$ cat config.mk
export PLATFORM = sky130hd
export DESIGN_NAME = lcd_ctrl
export DESIGN_NICKNAME = d
export VERILOG_FILES = /design/src/rtl/lcd_ctrl.sv
export SDC_FILE = /design/constraint.sdc
export NUM_CORES = 1
export LEC_CHECK = 0
export ABC_CLOCK_PERIOD_IN_PS = 2700
export BUFFER_PORTS_ARGS = -buffer_cell sky130_fd_sc_hd__buf_2
export CAP_MARGIN = 15
export CELL_PAD_IN_SITES_DETAIL_PLACEMENT = 2
export CELL_PAD_IN_SITES_GLOBAL_PLACEMENT = 2
export CORE_AREA = 2 2 89 91
export DETAILED_ROUTE_END_ITERATION = 10
export DIE_AREA = 0 0 91 93
export PLACE_DENSITY_LB_ADDON = 0.12
export SLEW_MARGIN = 20
export SYNTH_ARGS = -nofsm -noshare
export SYNTH_HDL_FRONTEND = slang
export SYNTH_SLANG_ARGS = --single-unit
$ cat constraint.sdc
create_clock -name clk_i -period 2.7 [get_ports clk_i]
set_input_delay 0.54 -clock clk_i [delete_from_list [all_inputs] [get_ports clk_i]]
set_output_delay 0.54 -clock clk_i [all_outputs]
set_load 0.05 [all_outputs]
$ cat src/rtl/lcd_ctrl.sv
// HD44780-style character LCD write controller.
// After reset it waits T_PWRUP cycles and then sends the four-command
// init sequence. After that it accepts one byte at a time from a
// valid/ready request port and paces each write as a setup, enable
// and hold phase.
// All outputs are registered. Each one is computed from the next-state
// values, so a new state and its outputs appear on the same edge.
module lcd_ctrl #(
  parameter int T_PWRUP = 100,
  parameter int T_SU    = 2,
  parameter int T_EN    = 4,
  parameter int T_WAIT  = 50,
  parameter int T_LONG  = 200
) (
  input  logic        clk_i,
  input  logic        rst_ni,
  input  logic        req_valid_i,
  input  logic        req_rs_i,
  input  logic [7:0]  req_data_i,
  output logic        req_ready_o,
  output logic        init_done_o,
  output logic [31:0] lcd_o
);

  localparam int CW = 16;

  localparam logic [CW-1:0] PWRUP_C = CW'(T_PWRUP);
  localparam logic [CW-1:0] SU_C    = CW'(T_SU);
  localparam logic [CW-1:0] EN_C    = CW'(T_EN);
  localparam logic [CW-1:0] WAIT_C  = CW'(T_WAIT);
  localparam logic [CW-1:0] LONG_C  = CW'(T_LONG);
  localparam logic [CW-1:0] ONE_C   = CW'(1);

  typedef enum logic [2:0] {
    PWRUP  = 3'd0,
    IDLE   = 3'd1,
    SETUP  = 3'd2,
    ENABLE = 3'd3,
    HOLD   = 3'd4
  } state_t;

  state_t          state_q, state_d;
  logic [CW-1:0]   cnt_q, cnt_d;
  logic [1:0]      idx_q, idx_d;
  logic            done_q, done_d;
  logic            rs_q, rs_d;
  logic [7:0]      data_q, data_d;
  logic            ready_q, ready_d;
  logic [31:0]     lcd_q, lcd_d;
  logic            last;

  // Power-up init commands: function set (8-bit, 2 lines), display on,
  // clear, entry mode increment.
  function automatic logic [7:0] init_cmd(input logic [1:0] idx);
    case (idx)
      2'd0:    init_cmd = 8'h38;
      2'd1:    init_cmd = 8'h0C;
      2'd2:    init_cmd = 8'h01;
      default: init_cmd = 8'h06;
    endcase
  endfunction

  // Clear (0x01) and return-home (0x02/0x03) are slow on the panel and
  // need the long hold. Character data never does.
  function automatic logic [CW-1:0] hold_len(input logic rs, input logic [7:0] d);
    if (!rs && (d == 8'h01 || d == 8'h02 || d == 8'h03)) hold_len = LONG_C;
    else                                                  hold_len = WAIT_C;
  endfunction

  assign last        = (cnt_q <= ONE_C);
  assign req_ready_o = ready_q;
  assign init_done_o = done_q;
  assign lcd_o       = lcd_q;

  // Next-state, next-counter and next-output logic for the sequencer.
  always_comb begin
    // NOTE: every signal gets a default before the case, so no path
    // leaves one unassigned and no latch is inferred.
    state_d = state_q;
    cnt_d   = cnt_q;
    idx_d   = idx_q;
    done_d  = done_q;
    rs_d    = rs_q;
    data_d  = data_q;

    case (state_q)
      PWRUP: begin
        if (last) begin
          state_d = SETUP;
          cnt_d   = SU_C;
          idx_d   = 2'd0;
          rs_d    = 1'b0;
          data_d  = init_cmd(2'd0);
        end else begin
          cnt_d = cnt_q - ONE_C;
        end
      end

      IDLE: begin
        // ready_q is already gated by init completion.
        if (req_valid_i && ready_q) begin
          state_d = SETUP;
          cnt_d   = SU_C;
          rs_d    = req_rs_i;
          data_d  = req_data_i;
        end
      end

      SETUP: begin
        if (last) begin
          state_d = ENABLE;
          cnt_d   = EN_C;
        end else begin
          cnt_d = cnt_q - ONE_C;
        end
      end

      ENABLE: begin
        if (last) begin
          state_d = HOLD;
          cnt_d   = hold_len(rs_q, data_q);
        end else begin
          cnt_d = cnt_q - ONE_C;
        end
      end

      HOLD: begin
        if (!last) begin
          cnt_d = cnt_q - ONE_C;
        end else if (done_q) begin
          state_d = IDLE;
        end else if (idx_q == 2'd3) begin
          state_d = IDLE;
          done_d  = 1'b1;
        end else begin
          state_d = SETUP;
          cnt_d   = SU_C;
          idx_d   = idx_q + 2'd1;
          rs_d    = 1'b0;
          data_d  = init_cmd(idx_q + 2'd1);
        end
      end

      default: begin
        state_d = PWRUP;
        cnt_d   = PWRUP_C;
      end
    endcase

    ready_d = (state_d == IDLE) && done_d;
    // Panel word: ON, twenty zero bits, EN, RS, RW (always write), DATA.
    lcd_d   = {1'b1, 20'b0, (state_d == ENABLE), rs_d, 1'b0, data_d};
  end

  // State, counter and registered outputs. Reset clears everything
  // immediately and restarts the power-up wait.
  always_ff @(posedge clk_i or negedge rst_ni) begin
    if (!rst_ni) begin
      state_q <= PWRUP;
      cnt_q   <= PWRUP_C;
      idx_q   <= 2'd0;
      done_q  <= 1'b0;
      rs_q    <= 1'b0;
      data_q  <= 8'h00;
      ready_q <= 1'b0;
      lcd_q   <= 32'h0;
    end else begin
      // NOTE: non-blocking assignments here, so every register samples
      // the values from before this edge.
      state_q <= state_d;
      cnt_q   <= cnt_d;
      idx_q   <= idx_d;
      done_q  <= done_d;
      rs_q    <= rs_d;
      data_q  <= data_d;
      ready_q <= ready_d;
      lcd_q   <= lcd_d;
    end
  end

endmodule

Word-level counts from Yosys, hierarchy flattened
Index checks and enable logic that the tools add are counted.

Bits in registers: 43. Latch bits: 0. Bits in writable memories: 0. Memory bits (read-only): 0. Bits of input ports: 12. Output and inout bits: 34. Logic and storage cells: 80. Memories kept: 0.

Add/subtract/negate cells: 2. Multiply operators: 0. Divide/modulo/power cells: 0. Magnitude comparators: 1. Eq/ne operators: 19. Shift-type cells: 0. Mux-type cells: 39. Bitwise operators: 0. Reduce and logical (&&, ||, !) cells: 11.

Operators by type and width (count): $mux 16 (7); $pmux 16 s5 (1); $mux 8 (6); $pmux 8 s3 (1); $pmux 6 s3 (1); $eq 8x2->1 const B (2); $le 16x1->1 const B (1); $sub 16x1->16 const B (1); $mux 3 (5); $pmux 3 s5 (1); $mux 2 (6); $ne 2x2->1 const B (5); $eq 3x2->1 const B (3); $mux 1 (9); $eq 8x1->1 const B (1); $eq 3x1->1 const B (2); $ne 3x3->1 const B (2); $reduce_and 5->1 (1); $eq 2x2->1 const B (2); $pmux 2 s2 (1); $eq 3x3->1 const B (1); $logic_and 1x1->1 (3); $logic_not 3->1 (1); $pmux 1 s3 (1); other kinds (7) (8).

Longest topological paths before layout
Gate-level depths: netlist (run 1).

Depth in word-level cells: 7. Mapped depth: 9. Mapped depth without buffers: 7.

Least setup slack after synthesis (run 1)
Ideal clock, no wire load.

Path kind: flip-flop to flip-flop. Start point: reg cnt_q[8]. End point: reg cnt_q[1]. Library setup time: 126 ps. Arrival time: 2087 ps. Required time: 2574 ps. Path slack: 487 ps. Cell stages (with the launch flop): 8. Buffers on the path: 2. Period minus slack after synthesis: 2213 ps. Path through: dfrtp_1 -> or4_1 -> buf_2 -> or4_4 -> nor3_2 -> buf_4 -> nor2_2 -> o32a_1.

Cells in the longest elaborated chain, start to end: 3. Elaborated cells between the ends (all ways): 9. Classes of those cells: order compare: 1; eq/ne: 2; mux: 5; reduce/logical: 1.

Ends and longest elaborated chain: from (decl) (RTL line 43) `logic [CW-1:0] cnt_q, cnt_d;`; from (signal assigned) (RTL line 171) `cnt_q <= cnt_d;`; $le 16x1->1 (*) (RTL line 70) `assign last = (cnt_q <= ONE_C);`; $mux 16 (tied with other cells) (RTL line 128) `if (!last) begin`; $pmux 16 s5 / $reduce_and 3->1 (equally long branches).

Every way passes the cells marked *; elsewhere a longest branch is shown, timed or not. A chain may end at the register's enable or synchronous reset.

Worst setup path in the final report (run 1)
Start point: reg cnt_q[8]. End point: reg cnt_q[0].

The elaborated chain is that of the path after synthesis.

==> impl_results.md, run 1 <==
- Setup TNS: 0 ns
- Final Wtd Congestion: between 0.8 and 0.9
- Post-CTS setup buffers: 0
- Hold Path Class: primary input to asynchronous set/reset pin
- Final hold slack: 0.353 ns
- Synth top area cells: dfrtp_1, buf_4, dfstp_2, nor2_1, ha_1
- Post-synthesis mux area share: less than 1%
- Maximum vdd drop: roughly 0.15 mV
- Row cnt: 32
- Fin crit period: about 2.4 ns
- Antenna cells: 0
- Synth Area in Compound Gates: between 20% and 30%
- Syn_area_per_cell: 8.70 um2
- Cell Pwr Density: roughly 370 nW/um2
- Headroom to the max-slew limit: a little over two fifths
- First-pass GRT wire length: between 10 and 15 mm
- Synth Cell Area: 2420 um2
- Synthesized instance count: between 200 and 300
- CP Capture Type: flip-flop
- Crit path from: cnt_q[8]$_DFFE_PN0P_
- Critical path type: flip-flop to flip-flop
- Post-Synth XOR/XNOR Area: roughly 1.4%
- Hold bufs inserted after CTS: 0
- Final nets: approximately 330
- DR vias: between 2000 and 2500
- Post-synth ARST share: 100%
- # IOs: between 40 and 50
- Number of synthesized flops with an enable pin: 0
- Distinct cell type count after synthesis: 57
- WL/cell: approximately 18 um
- Area grow syn2layout: 11.7%
- Final WL: roughly 7.5 mm
- Crit path DAT: 2.65 ns
- Core area: 7530 um2
- DR vias/cell: 5.25
- Layout fillers: 901
- Final hold violation count: 0
- End-of-flow core utilization: 35.9%
- Max-Cap Viols: 0
- Required time of the worst setup path: between 2 and 3 ns
- #FFs+latches synth: 34
- Clock network power share: a little over 40%
- Dpl hpwl: roughly 5.8 mm
- Most used DFF post-synth: dfrtp_1
- CTS clk-pin slew, worst paths: 0.08 ns
- Drt drc: 0
- Lkg Pwr: 1.20 nW
- Die width: 91 um
- Largest net degree at the start of global routing: 35
- CTS HTree Levels: 2
- Simple-Gate Fraction of Synth Area: a little over a fifth
- Sequential power share: between 50% and 60%
- Synth top area share: 32.1%
- Gr usage total: between 10% and 20%
- Num CTS Buffers: 5
- Leading cell types by count after synthesis: dfrtp_1, buf_4, nor2_1
- Clk sinks: 34
- Net Sw Frac: around 28%
- Area of the multi-input gates: approximately 1300 um2
- Gate power share: under 10%
- Clk root buf: clkbuf_8
- Status: finished clean
- Vias in the first global route: about 2400
- Antenna violations before repair: 0
- Final setup viols: 0
- Worst r2r path cells: 6
- RSZ-0062 raised after global routing: false
- Worst reg2reg startpoint: cnt_q[8]$_DFFE_PN0P_
- Worst Max-Slew Pin Slew: roughly 0.86 ns
- Clk_skew: 0.00855 ns
- Layout cells sized above 1: 22.4%
- Post-Synth Adder-Cell Area: between 3 and 4%
- Post-DRT Antenna Nets: 0
- Max-slew violation total from the final report: 0
- Main combinational cell family by area after synthesis: compound AO/OA/AOI/OAI gates
- Clk_lat worst skew: 0.30 ns
- Crit path launch type: flip-flop
- Die Y: 93 um
- CP max FO: 6
- DRT iter0 DRCs: 53
- Post-synth top area cell: dfrtp_1
- Most frequent cell after synthesis: dfrtp_1
- Initial Util: between 30% and 40%
- Total gr overflow: 0
- Int Pwr: around 0.72 mW
- Clock tree buffer depth: 2
- Sequential cell area: approximately 850 um2
- IO buf count: 24
- TritonCTS clock tree: done
- Final cycle utilization of the critical path: between 80% and 90%
- Part of the Yosys area used for sequential elements: between 30% and 40%
- Die area: 8460 um2
- Synth warnings: 0
- Drt first pass iters: 4
- Peak Freq: between 0.4 and 0.5 GHz
- Power Total: 1.01 mW
- Switch Pwr: roughly 0.28 mW
- Post-CTS Resized: 0
[worst max-delay path: stages (launching register included)]
cell and delay [ns]:
dfrtp_1 0.42, or4_1 0.68, or4_4 0.54, nor3_2 0.21, buf_4 0.17, or2_2 0.17
mux2_2 0.16
[final cells by class]
type	count	share of cell area, %
Clock buffer	7	3.19
Clock inverter	1	0.185
Inverter	17	2.36
Multi-Input combinational cell	211	49.6
Sequential cell	34	31.6
Tap cell	102	4.72
Timing Repair Buffer	38	8.33
[cell usage in the layout, fill, tap and decap left out, types with 4 or more instances in the layout]
cell type   n
nor3_1      8
a31oi_1     5
a221o_1     4
conb_1     22
a21boi_0    4
o21ai_0     8
clkbuf_8    6
o21ai_1     6
or3_1       7
dfrtp_1    31
buf_2      24
o31ai_1     5
nor2_1     21
a22o_1      6
nand3_1     9
a31o_2      6
ha_1        6
nor4_1      4
a211oi_1    9
buf_4      14
xnor2_1     4
or2_2       4
nand2_1    19
inv_1      17
a21oi_1     7
[stage by stage]
step	cell area, um2	cells	setup WS (ns)
floorplan	2490	298	0.487
global placement	2610	402	0.341
detailed placement	2610	402	0.281
CTS	2700	410	0.263
global route	2700	410	0.137
finish	2700	410	0.284
[metal layers]
metal	GRT usage (%)	part of all wire [%]
met3	3.30	2.7
met5	0	0
met2	33.9	50
met1	23.2	46
met4	6.06	1.9
[power groups by stage]
| stage | logic (mW) | registers [mW] | clock network, mW |
|---|---|---|---|
| 2_1_floorplan | 0.0875 | 0.523 | 0 |
| 3_3_place_gp | 0.0866 | 0.520 | 0 |
| 3_5_place_dp | 0.0865 | 0.520 | 0 |
| 4_1_cts | 0.0865 | 0.510 | 0.421 |
| 5_1_grt | 0.0912 | 0.510 | 0.440 |
| 6_report | 0.0862 | 0.510 | 0.409 |
[final timing paths]
kind	end	slack [ns]
min	init_done_o$_DFF_PN0_	0.35
min in group clk_i	flip-flop	0.47
max in group asynchronous	lcd_o[31]$_DFF_PN0_	1.81
min reg2reg	cnt_q[8]$_DFFE_PN0P_	0.54
max reg2reg	cnt_q[0]$_DFFE_PN0P_	0.28
max	cnt_q[0]$_DFFE_PN0P_	0.28
[logic make-up after synthesis]
kind of cell	count (synthesis)
mux	1
fa+ha+maj	6
xor+xnor	4
compound gates	82
simple gates	96
flops	34
other cells	2
buf+inv	53
Power figures use the tool's default switching activity.
==> run 2, diff against run 1 <==
Settings changed: ABC_AREA from default to 1, CORE_AREA 2 2 89 91 to 2 2 91 93, DIE_AREA 0 0 91 93 to 0 0 93 95.
==> run 2 against run 1 <==
Sequential share of layout area increased by 0.93 points. Total power increased by 4.5%. Via count decreased by 2.5%. Synthesized cell count increased by 13%. Clock power increased by 11%. First-iteration DRC count decreased by 5.7%. Synthesized area decreased by 2.0%. Worst setup slack improved by 0.28 ns. Maximum frequency increased by 13%. Combinational power decreased by 0.7%. Hold slack got worse by 0.016 ns. Largest power group unchanged.
==> impl_results.md, run 2 <==
- CTS clk-pin slew, worst paths: roughly 0.080 ns
- Critical path type: flip-flop to flip-flop
- Commonest non-fill, non-tap cell in the layout: nand2_1
- Antenna cells: 0
- Headroom to the max-slew limit: around 45%
- Cell Pwr Density: around 400 nW/um2
- Num CTS Buffers: 5
- Layout cells sized above 1: between 10% and 20%
- Main combinational cell family by area after synthesis: simple AND/OR/NAND/NOR gates
- Post-CTS Resized: 0
- Part of the Yosys area used for sequential elements: 36.0%
- First-pass GRT wire length: 11.5 mm
- Final WL: 6.78 mm
- Max-Cap Viols: 0
- Core area: 7930 um2
- # IOs: 46
- Crit path DAT: approximately 2.3 ns
- Syn_area_per_cell: between 7 and 8 um2
- Clk_skew: between 0.01 and 0.015 ns
- Final nets: 360
- Crit-path slowest cell: dfrtp_1
- Hold bufs inserted after CTS: 0
- CP max FO: 11
- Vias in the first global route: between 2000 and 2500
- Clk root buf: clkbuf_8
- Simple-Gate Fraction of Synth Area: around 30%
- Post-CTS setup buffers: 0
- Number of synthesized flops with an enable pin: 0
- Dpl hpwl: around 5.3 mm
- Total gr overflow: 0
- Fin crit period: roughly 2.1 ns
- Synth top area share: 32.7%
- Crit path launch type: flip-flop
- Worst reg2reg startpoint: cnt_q[0]$_DFFE_PN0P_
- DRT iter0 DRCs: 50
- Clk_lat worst skew: around 0.29 ns
- Commonest cells after routing, fill and taps aside: nand2_1, nor2_1, inv_1
- Clock tree buffer depth: 2
- Drt drc: 0
- Post-Synth Adder-Cell Area: between 3 and 4%
- Final Wtd Congestion: 0.805
- Synth top area cells: dfrtp_1, nand2_1, buf_4, nor2_1, inv_1
- Gr usage total: 16.8%
- Die width: around 93 um
- CP max stage delay: between 0.4 and 0.5 ns
- IO buf count: 24
- Antenna violations before repair: 0
- Initial Util: 29.9%
- Most used DFF post-synth: dfrtp_1
- Synth Cell Area: ~2400 um2
- Synth warnings: 0
- FF-to-FF setup slack: ~0.57 ns
- Post-synth ARST share: between 90% and 100%
- Hold Path Class: primary input to asynchronous set/reset pin
- Die Y: 95 um
- Maximum vdd drop: 0.170 mV
- Most used cell, CP: nand2_1
- DR vias: approximately 2100
- RSZ-0062 raised after global routing: false
- Leading cell types by count after synthesis: nand2_1, nor2_1, inv_1
- Worst Max-Slew Pin Slew: 0.821 ns
- Post-DRT Antenna Nets: 0
- Post-synthesis mux area share: 0%
- Post-Synth XOR/XNOR Area: under 10%
- TritonCTS clock tree: done
- Required time of the worst setup path: 2.88 ns
- Status: finished clean
- Row cnt: 33
- Lkg Pwr: 1.17 nW
- End-of-flow core utilization: between 30% and 40%
- Drt first pass iters: 4
- CP Cell Sequence: inv_1, ha_1, inv_1, nand2_1, nand2_1, nor2_1, nand2_2, nor2_4, inv_2, nand2_2, nand2_1, o21ai_0, nand2_1
- Peak Freq: around 0.47 GHz
- Final hold violation count: 0
- Most frequent cell after synthesis: nand2_1
- DR vias/cell: 4.68
- Final setup viols: 0
- Final cycle utilization of the critical path: about four fifths
- Clk sinks: 34
- Setup TNS: 0 ns
- Synth Area in Compound Gates: around an eighth
- Post-synth top area cell: dfrtp_1
- Distinct cell type count after synthesis: 39
- Max-slew violation total from the final report: 0
- CTS HTree Levels: 2
- Synthesized instance count: about 320
- Largest net degree at the start of global routing: 35
- #FFs+latches synth: 34
- Worst r2r path cells: 13
- Power Total: 1.05 mW
- CP Capture Type: flip-flop
- WL/cell: about 15 um
- Area grow syn2layout: 10.8%
- Die area: 8840 um2
run 2: changes by cell type after synthesis, moves of 7 or more:
cell	delta
inv_1	+15
nor2_1	+14
nand2_2	+9
nand2_1	+58
nor2_2	+7
xor2_1	+10
or3_1	-7
a211oi_1	-9
clkbuf_1	-7
run 2: layout make-up:
cell class                 instances  area, um2
timing repair buffer              25        128
clock buffer                       8        110
inverter                          36        140
fill                             963       5300
multi-input combinational        240       1260
tap                              105        131
sequential                        34        855
run 2: metal layers:
metal	global-route usage, %	part of all wire (%)
met4	4.04	1.2
met3	2.79	2.0
met1	22.3	48
met5	0	0
met2	28.6	49
run 2: cells by family after synthesis:
group,after synthesis
XOR/XNOR,11
AO/OA/AOI/OAI,46
flip-flops,34
AND/OR/NAND/NOR,155
adder cells (fa/ha/maj),6
other,2
buffers and inverters,61
run 2: per-stage QoR:
stage | instances | setup slack [ns] | hold slack, ns | instance area [um2]
floorplan | 335 | 1.06 | 0.244 | 2450
global placement | 440 | 0.672 | 0.497 | 2520
detailed placement | 440 | 0.553 | 0.510 | 2520
CTS | 448 | 0.545 | 0.369 | 2630
global route | 448 | 0.249 | 0.400 | 2630
finish | 448 | 0.566 | 0.337 | 2630
run 2: how the worst max path moves through the flow:
stage	from	endpoint	slack, ns	cells past startpoint
floorplan	cnt_q[0]$_DFFE_PN0P_	state_q[0]$_DFF_PN0_	1.06	11
global placement	cnt_q[0]$_DFFE_PN0P_	flip-flop	0.67	13
global route	cnt_q[0]$_DFFE_PN0P_	flip-flop	0.25	13
CTS	cnt_q[0]$_DFFE_PN0P_	flip-flop	0.54	13
finish	cnt_q[0]$_DFFE_PN0P_	flip-flop	0.57	13
detailed placement	cnt_q[0]$_DFFE_PN0P_	flip-flop	0.55	13
run 2: critical path: cells and delay by family, from the launching register on:
| family | cells | cell delay, ns |
|---|---|---|
| AO/OA/AOI/OAI | 1 | 0.18 |
| buffers and inverters | 3 | 0.24 |
| flip-flops | 1 | 0.41 |
| adder cells (fa/ha/maj) | 1 | 0.24 |
| AND/OR/NAND/NOR | 8 | 0.94 |
run 2: power breakdown:
group          switching, mW  internal [mW]
sequential          0.000166          0.510
combinational         0.0795        0.00611
clock                  0.197          0.258
